`src/rtl/matmul_pkg.sv`:
```
// Shared types and helpers for the systolic matmul stream controller.
// Optional cycle counter in the top is guarded by MATMUL_CTRL_PERF_EN.
package matmul_pkg;

    localparam int data_size = 4;

    typedef enum logic [2:0] {
        IDLE,
        CLEAR,
        FEED,
        DRAIN,
        DONE
    } state_t;

    // Skew plus deskew through a size x size array costs 2*size-1 cycles.
    function automatic int default_pipe_latency(input int size);
        return 2 * size - 1;
    endfunction

endpackage

```
`src/rtl/matmul_stream_ctrl_if.sv`:
```
// Handshake and status bundle between the row source, the controller and the datapath.
// The slave modport is the controller; the master side drives start/in_valid.
interface matmul_stream_ctrl_if;

    logic start;
    logic in_valid;
    logic in_ready;
    logic feed_en;
    logic clear_acc;
    logic out_valid;
    logic out_last;
    logic busy;
    logic done;
    logic underrun;

    modport slave (
        input  start,
        input  in_valid,
        output in_ready,
        output feed_en,
        output clear_acc,
        output out_valid,
        output out_last,
        output busy,
        output done,
        output underrun
    );

    modport master (
        output start,
        output in_valid,
        input  in_ready,
        input  feed_en,
        input  clear_acc,
        input  out_valid,
        input  out_last,
        input  busy,
        input  done,
        input  underrun
    );

endinterface

```
`src/rtl/valid_delay_line.sv`:
```
// Fixed-depth 1-bit shift register mirroring the datapath latency of a row.
module valid_delay_line #(
    parameter int depth = 1
) (
    input  logic clk,
    input  logic reset,
    input  logic din,
    output logic dout
);

    logic [depth-1:0] stages;

    always_ff @(posedge clk) begin
        if (reset) begin
            stages <= '0;
        end else begin
            stages[0] <= din;
            for (int i = 1; i < depth; i++) begin
                stages[i] <= stages[i-1];
            end
        end
    end

    assign dout = stages[depth-1];

endmodule

```
`src/rtl/matmul_stream_ctrl.sv`:
```
// Sequencer for one systolic matmul pass: clear, feed `size` rows, track latency, flag outputs.
// Define MATMUL_CTRL_PERF_EN to add the perf_cycles busy-cycle counter port.
module matmul_stream_ctrl
    import matmul_pkg::*;
#(
    parameter int size         = 3,
    parameter int pipe_latency = default_pipe_latency(size)
) (
    input  logic                 clk,
    input  logic                 reset,
`ifdef MATMUL_CTRL_PERF_EN
    output logic [31:0]          perf_cycles,
`endif
    matmul_stream_ctrl_if.slave  bus
);

    localparam int               cnt_w    = $clog2(size + 1);
    localparam logic [cnt_w-1:0] last_idx = cnt_w'(size - 1);

    state_t           state;
    state_t           state_next;
    logic [cnt_w-1:0] row_cnt;
    logic [cnt_w-1:0] out_cnt;
    logic             underrun_q;
    logic             feed;
    logic             delayed_valid;
    logic             last_row_out;

    assign feed         = bus.in_valid && (state == FEED);
    assign last_row_out = delayed_valid && (out_cnt == last_idx);

    // A gap before the first row is just waiting; a gap after it aborts the pass.
    always_comb begin
        state_next = state;
        case (state)
            IDLE:  if (bus.start) state_next = CLEAR;
            CLEAR: state_next = FEED;
            FEED: begin
                if (bus.in_valid) begin
                    if (row_cnt == last_idx) state_next = DRAIN;
                end else if (row_cnt != '0) begin
                    state_next = IDLE;
                end
            end
            DRAIN: if (last_row_out) state_next = DONE;
            DONE:  state_next = IDLE;
            default: state_next = IDLE;
        endcase
    end

    always_ff @(posedge clk) begin
        if (reset) begin
            state      <= IDLE;
            row_cnt    <= '0;
            out_cnt    <= '0;
            underrun_q <= 1'b0;
        end else begin
            state <= state_next;

            if (state == CLEAR)  row_cnt <= '0;
            else if (feed)       row_cnt <= row_cnt + 1'b1;

            if (state == CLEAR)     out_cnt <= '0;
            else if (delayed_valid) out_cnt <= out_cnt + 1'b1;

            if (state == IDLE && bus.start)
                underrun_q <= 1'b0;
            else if (state == FEED && !bus.in_valid && row_cnt != '0)
                underrun_q <= 1'b1;
        end
    end

    valid_delay_line #(
        .depth (pipe_latency)
    ) u_valid_delay (
        .clk   (clk),
        .reset (reset),
        .din   (feed),
        .dout  (delayed_valid)
    );

    assign bus.in_ready  = (state == FEED);
    assign bus.feed_en   = feed;
    assign bus.clear_acc = (state == CLEAR);
    assign bus.out_valid = delayed_valid;
    assign bus.out_last  = last_row_out;
    assign bus.busy      = (state != IDLE);
    assign bus.done      = (state == DONE);
    assign bus.underrun  = underrun_q;

`ifdef MATMUL_CTRL_PERF_EN
    logic [31:0] perf_q;

    // Restarts on an accepted start and freezes once the controller is idle again.
    always_ff @(posedge clk) begin
        if (reset)                           perf_q <= '0;
        else if (state == IDLE && bus.start) perf_q <= '0;
        else if (state != IDLE)              perf_q <= perf_q + 32'd1;
    end

    assign perf_cycles = perf_q;
`endif

endmodule

```
`src/flat_wrapper.sv`:
```
// flat-port wrapper written by rule: the top's interface ports become plain ports
module matmul_stream_ctrl_flat import matmul_pkg::*;
#(
    parameter int size         = 3,
    parameter int pipe_latency = default_pipe_latency(size)
)
  (clk, reset, bus_start, bus_in_valid, bus_in_ready, bus_feed_en, bus_clear_acc, bus_out_valid, bus_out_last, bus_busy, bus_done, bus_underrun);
  matmul_stream_ctrl_if bus_i ();
  input  logic clk;
  input  logic reset;
  input wire logic [$bits(bus_i.start)-1:0] bus_start;
  input wire logic [$bits(bus_i.in_valid)-1:0] bus_in_valid;
  output wire logic [$bits(bus_i.in_ready)-1:0] bus_in_ready;
  output wire logic [$bits(bus_i.feed_en)-1:0] bus_feed_en;
  output wire logic [$bits(bus_i.clear_acc)-1:0] bus_clear_acc;
  output wire logic [$bits(bus_i.out_valid)-1:0] bus_out_valid;
  output wire logic [$bits(bus_i.out_last)-1:0] bus_out_last;
  output wire logic [$bits(bus_i.busy)-1:0] bus_busy;
  output wire logic [$bits(bus_i.done)-1:0] bus_done;
  output wire logic [$bits(bus_i.underrun)-1:0] bus_underrun;
  assign bus_i.start = bus_start;
  assign bus_i.in_valid = bus_in_valid;
  assign bus_in_ready = bus_i.in_ready;
  assign bus_feed_en = bus_i.feed_en;
  assign bus_clear_acc = bus_i.clear_acc;
  assign bus_out_valid = bus_i.out_valid;
  assign bus_out_last = bus_i.out_last;
  assign bus_busy = bus_i.busy;
  assign bus_done = bus_i.done;
  assign bus_underrun = bus_i.underrun;
  matmul_stream_ctrl #(.size(size), .pipe_latency(pipe_latency)) u_core (.clk(clk), .reset(reset), .bus(bus_i));
endmodule
```
`config.mk`:
```
export PLATFORM = sky130hd
export DESIGN_NAME = matmul_stream_ctrl_flat
export DESIGN_NICKNAME = d
export VERILOG_FILES = /design/src/rtl/matmul_pkg.sv /design/src/rtl/matmul_stream_ctrl_if.sv /design/src/rtl/valid_delay_line.sv /design/src/rtl/matmul_stream_ctrl.sv /design/src/flat_wrapper.sv
export SDC_FILE = /design/constraint.sdc
export NUM_CORES = 1
export LEC_CHECK = 0
export CAP_MARGIN = 20
export CORE_AREA = 2 2 41 43
export DETAILED_ROUTE_END_ITERATION = 10
export DIE_AREA = 0 0 43 45
export PLACE_DENSITY = 0.67
export SYNTH_ARGS = -nofsm -noshare
export SYNTH_HDL_FRONTEND = slang
export SYNTH_SLANG_ARGS = --single-unit
```
`constraint.sdc`:
```
create_clock -name clk -period 1.44 [get_ports clk]
set_input_delay 0.144 -clock clk [delete_from_list [all_inputs] [get_ports clk]]
set_output_delay 0.144 -clock clk [all_outputs]
set_load 0.05 [all_outputs]
```
Yosys cells after proc, flatten, opt, wreduce, memory -nomap -nowiden
Index checks and enable logic that the tools add are counted.

Add/subtract/negate cells: 2. Reductions and logical operators: 12. Equal/unequal tests: 10. Multiplexer cells: 6.

Operators with widths (number): $mux W3 (5); $pmux W3 S4 (1); $eq A3 B2 Y1 const B (2); $ne A3 B2 Y1 const B (2); $logic_and A1 B1 Y1 (5); $add A2 B1 Y2 const B (2); $eq A2 B2 Y1 const B (2); $ne A2 B2 Y1 const B (2); $reduce_and A4 Y1 (1); $reduce_or A2 Y1 (2); $eq A3 B1 Y1 const B (1); $eq A3 B3 Y1 const B (1); $logic_not A3 Y1 (1); $reduce_bool A3 Y1 (1); $reduce_bool A2 Y1 (1); $logic_not A1 Y1 (1).

Word-level logic and storage cells: 35. Output and inout bits: 8. Input bits: 4. Register bits: 13.

Longest topological paths before layout
Gate-level depths: netlist (run 1).

Depth after elaboration: 4. Gate-level depth with buffers: 5. Mapped depth without buffers: 5.

Modules after synthesis
Synthesis (run 1) repeated with hierarchy kept, for this count alone.

Cells, all modules: 58. Area, all modules: 585.6 um^2.

Modules (own cells, without submodules): matmul_stream_ctrl (seq. area each 160.2 um^2, cells each 48, area each 454.2 um^2, instances 1); valid_delay_line (seq. area each 100.1 um^2, cells each 10, area each 131.4 um^2, instances 1).

Worst setup path before layout (run 1)
OpenSTA, ideal clock, no wires.

Path kind: register to register. Start: register u_core.state[0]. End: register u_core.out_cnt[1]. Setup time: 0.157 ns. Clock period less this slack: 2.190 ns. Slack: -0.750 ns. Data required time: 1.283 ns. Stages on the path, launching flop included: 5. Path buffers: 1. Arrival: 2.033 ns. Cells stage by stage: dfxtp_1 > buf_2 > nor3b_1 > or2_1 > a211oi_1.

Cells in the longest elaborated chain, start to end: 2.

RTL lines: from (decl) (RTL line matmul_stream_ctrl.sv:20) `state_t state;`; from (signal assigned) (RTL line matmul_stream_ctrl.sv:58) `state <= state_next;`; $eq A3 B1 Y1; via bus_clear_acc (RTL line flat_wrapper.sv:15) `output wire logic [$bits(bus_i.clear_acc)-1:0] bus_clear_acc;`; $reduce_or A2 Y1 (no source line); to (signal assigned) (RTL line matmul_stream_ctrl.sv:64) `else if (delayed_valid) out_cnt <= out_cnt + 1'b1;`; to (decl) (RTL line matmul_stream_ctrl.sv:23) `logic [cnt_w-1:0] out_cnt;`.

The timed path passes the listed nets, and every way through them passes these cells. A chain may end at the register's enable or synchronous reset.

Final worst setup path (run 1)
Start: register u_core.state[1]. End: output port bus_busy.

Cells in the longest elaborated chain, start to end: 1.

RTL lines: $reduce_bool A3 Y1 (RTL line matmul_stream_ctrl.sv:87) `assign bus.busy = (state != IDLE);`; to (decl) (RTL line flat_wrapper.sv:18) `output wire logic [$bits(bus_i.busy)-1:0] bus_busy;`.

Every way passes these cells.

==> results of run 1 <==
## layout make-up
| class | instances | share of cell area [%] |
|---|---|---|
| repair buffers | 15 | 23.4 |
| flip-flops and latches | 13 | 30.6 |
| well taps | 16 | 2.26 |
| multi-input cells | 39 | 38.6 |
| inverters | 5 | 2.12 |
| clock buffers | 4 | 2.97 |
## routing by layer
layer	share of wire, %	global-route usage [%]
met1	47	16.6
met2	47	18.8
met3	5.1	6.00
met5	0	0
met4	0.37	5.45
## stage by stage
step	setup WS (ns)	area (um2)	hold slack (ns)	setup TNS (ns)
3_3_place_gp	0.0316	828	0.419	0
3_5_place_dp	0.0240	828	0.428	0
2_1_floorplan	-0.0331	624	0.208	-0.0475
4_1_cts	-0.000157	866	0.447	-0.000157
6_report	0.0675	886	0.442	0
5_1_grt	0.00283	886	0.456	0
## cell families after synthesis
group	after synthesis
AOI/OAI and AO/OA	8
xor gates and xnor gates	2
adders and majority gates	3
buffers and inverters	7
DFF	13
muxes	1
and+or+nand+nor	25
## synth_stat cells
cell	number	area (um2)
dfxtp_1	13	260
nor2b_1	7	43.8
inv_1	5	18.8
nor2_1	5	18.8
a211oi_1	3	22.5
ha_1	3	37.5
nor3_1	3	15.0
nor3b_1	2	15.0
xnor2_1	2	17.5
a2111oi_4	1	27.5
a21bo_4	1	16.3
a21oi_1	1	5.00
and2_1	1	6.26
and4bb_1	1	12.5
buf_2	1	5.00
buf_6	1	11.3
mux2i_1	1	10.0
nand2_1	1	3.75
nand3_1	1	5.00
nand3b_1	1	7.51
nor3b_2	1	12.5
o21ai_0	1	5.00
o311a_1	1	10.0
or2_1	1	6.26
or3_1	1	6.26
## how the worst max path moves through the flow
stage	start	endpoint
floorplan	u_core.state[0]$_SDFFE_PP0P_	u_core.out_cnt[1]$_SDFFE_PP0P_
global placement	u_core.out_cnt[0]$_SDFFE_PP0P_	u_core.state[0]$_SDFFE_PP0P_
detailed placement	u_core.out_cnt[0]$_SDFFE_PP0P_	u_core.state[0]$_SDFFE_PP0P_
CTS	u_core.state[1]$_SDFFE_PP0P_	bus_busy
global route	u_core.out_cnt[0]$_SDFFE_PP0P_	u_core.state[0]$_SDFFE_PP0P_
finish	u_core.state[1]$_SDFFE_PP0P_	bus_busy
## report_power, final
part	internal, W	switching, W
Sequential	0.000376	0.0000309
Combinational	0.000169	0.000158
Clock	0.000107	0.000114
Total	0.000652	0.000303
## state kept, by name, indices dropped and copies added (netlist names)
signal,cells
u_core.bus.underrun,1
u_core.out_cnt,2
u_core.row_cnt,2
u_core.state,3
u_core.u_valid_delay.stages,5
## layout by cell type (no fill, tap or decap), types with 2 or more instances in the layout
cell type / n
clkbuf_4: 3
dfxtp_2: 3
buf_4: 5
buf_12: 7
inv_1: 4
nor2b_1: 7
clkdlybuf4s50_1: 3
nor3_1: 2
dfxtp_4: 2
nor3b_4: 2
a211oi_1: 3
nor2_1: 5
dfxtp_1: 8
ha_1: 2
xnor2_1: 2
## worst max-delay path, stage by stage, from the launching register on
cell and delay (ns):
dfxtp_4 0.38, buf_4 0.15, nor3_4 0.21, inv_2 0.07
buf_12 0.15
## timing repair
action,CTS,global route
endpoints found under the setup margin,5,6
pin swaps,1,1
gates resized for setup,5,5
setup buffers,0,1
==> results.json, run 1 <==
{
  "synth_fp_nets": 66,
  "period_minus_slack_ns": 1.37,
  "cts_buffers": 3,
  "ys_seq_elements": 13,
  "finalClockSkew_ns": 0.000607,
  "syn_to_final_growth_pct": 47.8,
  "synthSimpleGateAreaFrac_pct": 25.5,
  "n_antenna_cell": 0,
  "ant_nets": 0,
  "yosysUniqueCellTypes": 25,
  "place_inst": 87,
  "place.gp.congestion": 0.740,
  "holdBufCountCts": 0,
  "cts_tree": "done",
  "p_leak_nw": 0.325,
  "setup_viol": 0,
  "cts.sinks": 13,
  "holdPathEnd": "u_core.u_valid_delay.stages[2]$_SDFF_PP0_",
  "worstSkewPairLatency_ns": 0.27,
  "syn_area_per_cell_um2": 10.2,
  "whs_path_depth": 1,
  "rows": 14,
  "place_hpwl_um": 815,
  "num_io_pins": 12,
  "nNetsFinal": 84,
  "synthAdderAreaFrac_pct": 6.26,
  "seq_area_um2": 272,
  "portBuffers": 11,
  "hp-class": "reg -> reg",
  "cts.clk_slew.worst_paths_ns": 0.08,
  "r2r_end": "u_core.state[0]$_SDFFE_PP0P_",
  "hold_viol": 0,
  "worstHoldStart": "u_core.u_valid_delay.stages[1]$_SDFF_PP0_",
  "r2r_setup_slack_ns": 0.07,
  "drc_errors": 0,
  "pwr_density_cell_nw_per_um2": 1080,
  "start_util_pct": 40.7,
  "yosysSeqAreaShare_pct": 43.4,
  "synth_compound_area_share_pct": 14.4,
  "status": "finished clean",
  "antenna_found_initial": 0,
  "multi_input_area_um2": 342,
  "drt_iter0_drc": 10,
  "dr.pass1.iters": 4,
  "wire_per_inst_um": 11.6,
  "ir_drop_mv": 0.641,
  "r2r_start": "u_core.out_cnt[0]$_SDFFE_PP0P_",
  "maxSlewHeadroom_pct": 78.1,
  "drive_gt1_share_pct": 39.5,
  "track_usage_pct": 12.9,
  "routed_wl_um": 1070,
  "vias": 487,
  "ys_warn_count": 0,
  "maxCapViolations": 0,
  "grt_max_degree": 9,
  "rsz0062_at_grt": "false",
  "die_x_um": 43,
  "worstPathMaxFanout": 8,
  "critPathRequiredTime_ns": 1.30,
  "synth_top_family_by_area": "simple AND/OR/NAND/NOR gates",
  "h-tree-depth": 1,
  "muxShareOfSynthArea_pct": 1.67,
  "cp.arrival_ns": 1.23,
  "gr-total-overflow": 0,
  "clockBufferDepth": 2,
  "slew_viol_final": 0,
  "instances_no_fill": 92,
  "cts-root-buf": "clkbuf_4",
  "core_um2": 1470,
  "start_kind": "flip-flop",
  "dieHeight_um": 45,
  "post-route-util_pct": 60.2,
  "worst_r2r_path_depth": 5,
  "power_w": 0.000955,
  "n_fill_cell": 139,
  "synthCells": 59,
  "tightestPinTransition_ns": 0.327,
  "crit_path_end_kind": "output port",
  "die-area_um2": 1940,
  "grt_first_pass_wirelength_um": 1790,
  "grt_pass1_vias": 406,
  "period_share_pct": 95.3,
  "synth_area_um2": 599,
  "crit_type": "reg -> out",
  "via_per_inst": 5.29,
  "fmax_mhz": 729,
  "synth_xor_area_share_pct": 2.92
}
No activity file was read; power rests on OpenSTA's default activity.
==> run 2, diff against run 1 <==
Settings changed: RECOVER_POWER from default to 50.
==> run 2 against run 1 <==
Compared with the run above:
- worst setup slack improved by 0.0030 ns
- die area did not move
- via count fell by 2.3%
- register-to-register slack barely moved
- sequential power barely moved
- fmax rose by 0.22%
- combinational power fell by 2%
- worst hold slack barely moved
- clock power barely moved
- highest routed layer unchanged
- sequential share of layout area rose by 0.38 points
- sequential cell count did not move
- cell count did not move
==> results.json, run 2 (synthesis results as in run 1) <==
{
  "status": "finished clean",
  "slew_viol_final": 0,
  "vias": 476,
  "maxSlewHeadroom_pct": 60.3,
  "p_leak_nw": 0.317,
  "grt_max_degree": 9,
  "dieHeight_um": 45,
  "holdPathEnd": "u_core.u_valid_delay.stages[2]$_SDFF_PP0_",
  "portBuffers": 11,
  "grt_first_pass_wirelength_um": 1790,
  "via_per_inst": 5.17,
  "syn_to_final_growth_pct": 45.3,
  "fmax_mhz": 730,
  "worstSkewPairLatency_ns": 0.27,
  "setup_viol": 0,
  "drive_gt1_share_pct": 35.5,
  "r2r_end": "u_core.state[0]$_SDFFE_PP0P_",
  "track_usage_pct": 12.9,
  "r2r_setup_slack_ns": 0.07,
  "r2r_start": "u_core.out_cnt[0]$_SDFFE_PP0P_",
  "n_antenna_cell": 0,
  "clkPwrFrac_pct": 23.3,
  "routed_wl_um": 1060,
  "hp-class": "reg -> reg",
  "rows": 14,
  "pwr_density_cell_nw_per_um2": 1080,
  "power_w": 0.000944,
  "nNetsFinal": 84,
  "worstHoldStart": "u_core.u_valid_delay.stages[1]$_SDFF_PP0_",
  "die_x_um": 43,
  "grt_pass1_vias": 406,
  "ir_drop_mv": 0.634,
  "critPathRequiredTime_ns": 1.65,
  "final_cell_mix": "dfxtp_1 (9), nor2b_1 (7), buf_12 (7)",
  "ant_nets": 0,
  "hold_viol": 0,
  "crit_type": "reg -> reg",
  "p_sw_w": 0.000299,
  "period_minus_slack_ns": 1.37,
  "clockBufferDepth": 2,
  "p_int_w": 0.000645,
  "gr-total-overflow": 0,
  "seqPwrFrac_pct": 42.8,
  "h-tree-depth": 1,
  "crit_path_end_kind": "flip-flop",
  "swShare_pct": 31.7,
  "cts.clk_slew.worst_paths_ns": 0.08,
  "cts_buffers": 3,
  "top_regs": "u_core.u_valid_delay.stages x5, u_core.state x3",
  "dr.pass1.iters": 4,
  "cp.arrival_ns": 1.58,
  "maxCapViolations": 0,
  "cts.sinks": 13,
  "period_share_pct": 95.1,
  "worstPathMaxFanout": 3,
  "tightestPinTransition_ns": 0.599,
  "drt_iter0_drc": 10,
  "largest_register_ffs": 5,
  "place_hpwl_um": 815,
  "start_util_pct": 40.7,
  "top_register": "u_core.u_valid_delay.stages",
  "comb_power_share_pct": 33.9,
  "whs_path_depth": 1,
  "worst_r2r_path_depth": 5,
  "core_um2": 1470,
  "finalClockSkew_ns": 0.000505,
  "start_kind": "flip-flop",
  "cts-root-buf": "clkbuf_4",
  "cts_tree": "done",
  "setup_tns_ns": 0,
  "rsz0062_at_grt": "false",
  "wire_per_inst_um": 11.5,
  "die-area_um2": 1940,
  "place.gp.congestion": 0.740,
  "final_common_cell": "dfxtp_1",
  "num_io_pins": 12,
  "antenna_found_initial": 0,
  "drc_errors": 0
}
run 2: cell count changes in the layout (fill, tap and decap cells not counted), sizes merged:
cell           before  now
buf                12   10
dlygate4sd3         0    1
clkbuf              4    6
clkdlybuf4s50       3    2
run 2: worst max-delay path, cell delays in order, from the launching register on:
cell,delay [ns]
dfxtp_2,0.33
inv_1,0.04
ha_2,0.19
a21bo_4,0.22
a2111oi_4,0.33
o311a_1,0.20
run 2: per-layer routing:
metal | global-route usage [%] | wire length [um] | vias to the layer above
li1 | - | - | 239
met1 | 16.6 | 504 | 225
met2 | 18.8 | 499 | 10
met3 | 6.00 | 51 | 2
met4 | 5.45 | 4 | 0
met5 | 0 | 0 | -
run 2: layout make-up:
type | count | area (um2)
fillers | 144 | 601
multi-input cells | 39 | 335
flip-flops and latches | 13 | 270
repair buffers | 15 | 200
clock buffers | 4 | 26.3
well taps | 16 | 20.0
inverters | 5 | 18.8
run 2: how the worst max path moves through the flow:
stage | startpoint | end | slack, ns
6_report | u_core.out_cnt[0]$_SDFFE_PP0P_ | u_core.state[0]$_SDFFE_PP0P_ | 0.07
4_1_cts | u_core.state[1]$_SDFFE_PP0P_ | bus_busy | -0.0002
3_3_place_gp | u_core.out_cnt[0]$_SDFFE_PP0P_ | u_core.state[0]$_SDFFE_PP0P_ | 0.03
3_5_place_dp | u_core.out_cnt[0]$_SDFFE_PP0P_ | u_core.state[0]$_SDFFE_PP0P_ | 0.02
5_1_grt | u_core.out_cnt[0]$_SDFFE_PP0P_ | u_core.state[0]$_SDFFE_PP0P_ | 0.003
2_1_floorplan | u_core.state[0]$_SDFFE_PP0P_ | u_core.out_cnt[1]$_SDFFE_PP0P_ | -0.03
run 2: power groups by stage:
stage | logic, W | clock network [W] | registers, W
2_1_floorplan | 0.000212 | 0 | 0.000389
3_3_place_gp | 0.000317 | 0 | 0.000411
3_5_place_dp | 0.000317 | 0 | 0.000411
4_1_cts | 0.000321 | 0.000241 | 0.000405
5_1_grt | 0.000337 | 0.000251 | 0.000409
6_report | 0.000320 | 0.000220 | 0.000404
run 2: what timing repair did:
| action | 4_1_cts | 5_1_grt |
|---|---|---|
| endpoints found under the setup margin | 5 | 6 |
| pin swaps | 1 | 1 |
| gates resized for setup | 5 | 5 |
| hold buffers | 0 | 0 |
| setup buffers | 0 | 1 |
run 2: stage by stage:
stage          util (%)  hold slack (ns)  instance area [um2]  cells  setup slack (ns)
6_report           59.2            0.441                  871     92            0.0705
5_1_grt            59.2            0.457                  871     92           0.00281
4_1_cts            58.8            0.447                  866     91         -0.000157
3_5_place_dp       56.3            0.428                  828     87            0.0240
3_3_place_gp       56.3            0.419                  828     87            0.0316
2_1_floorplan         -            0.208                  624     59           -0.0331
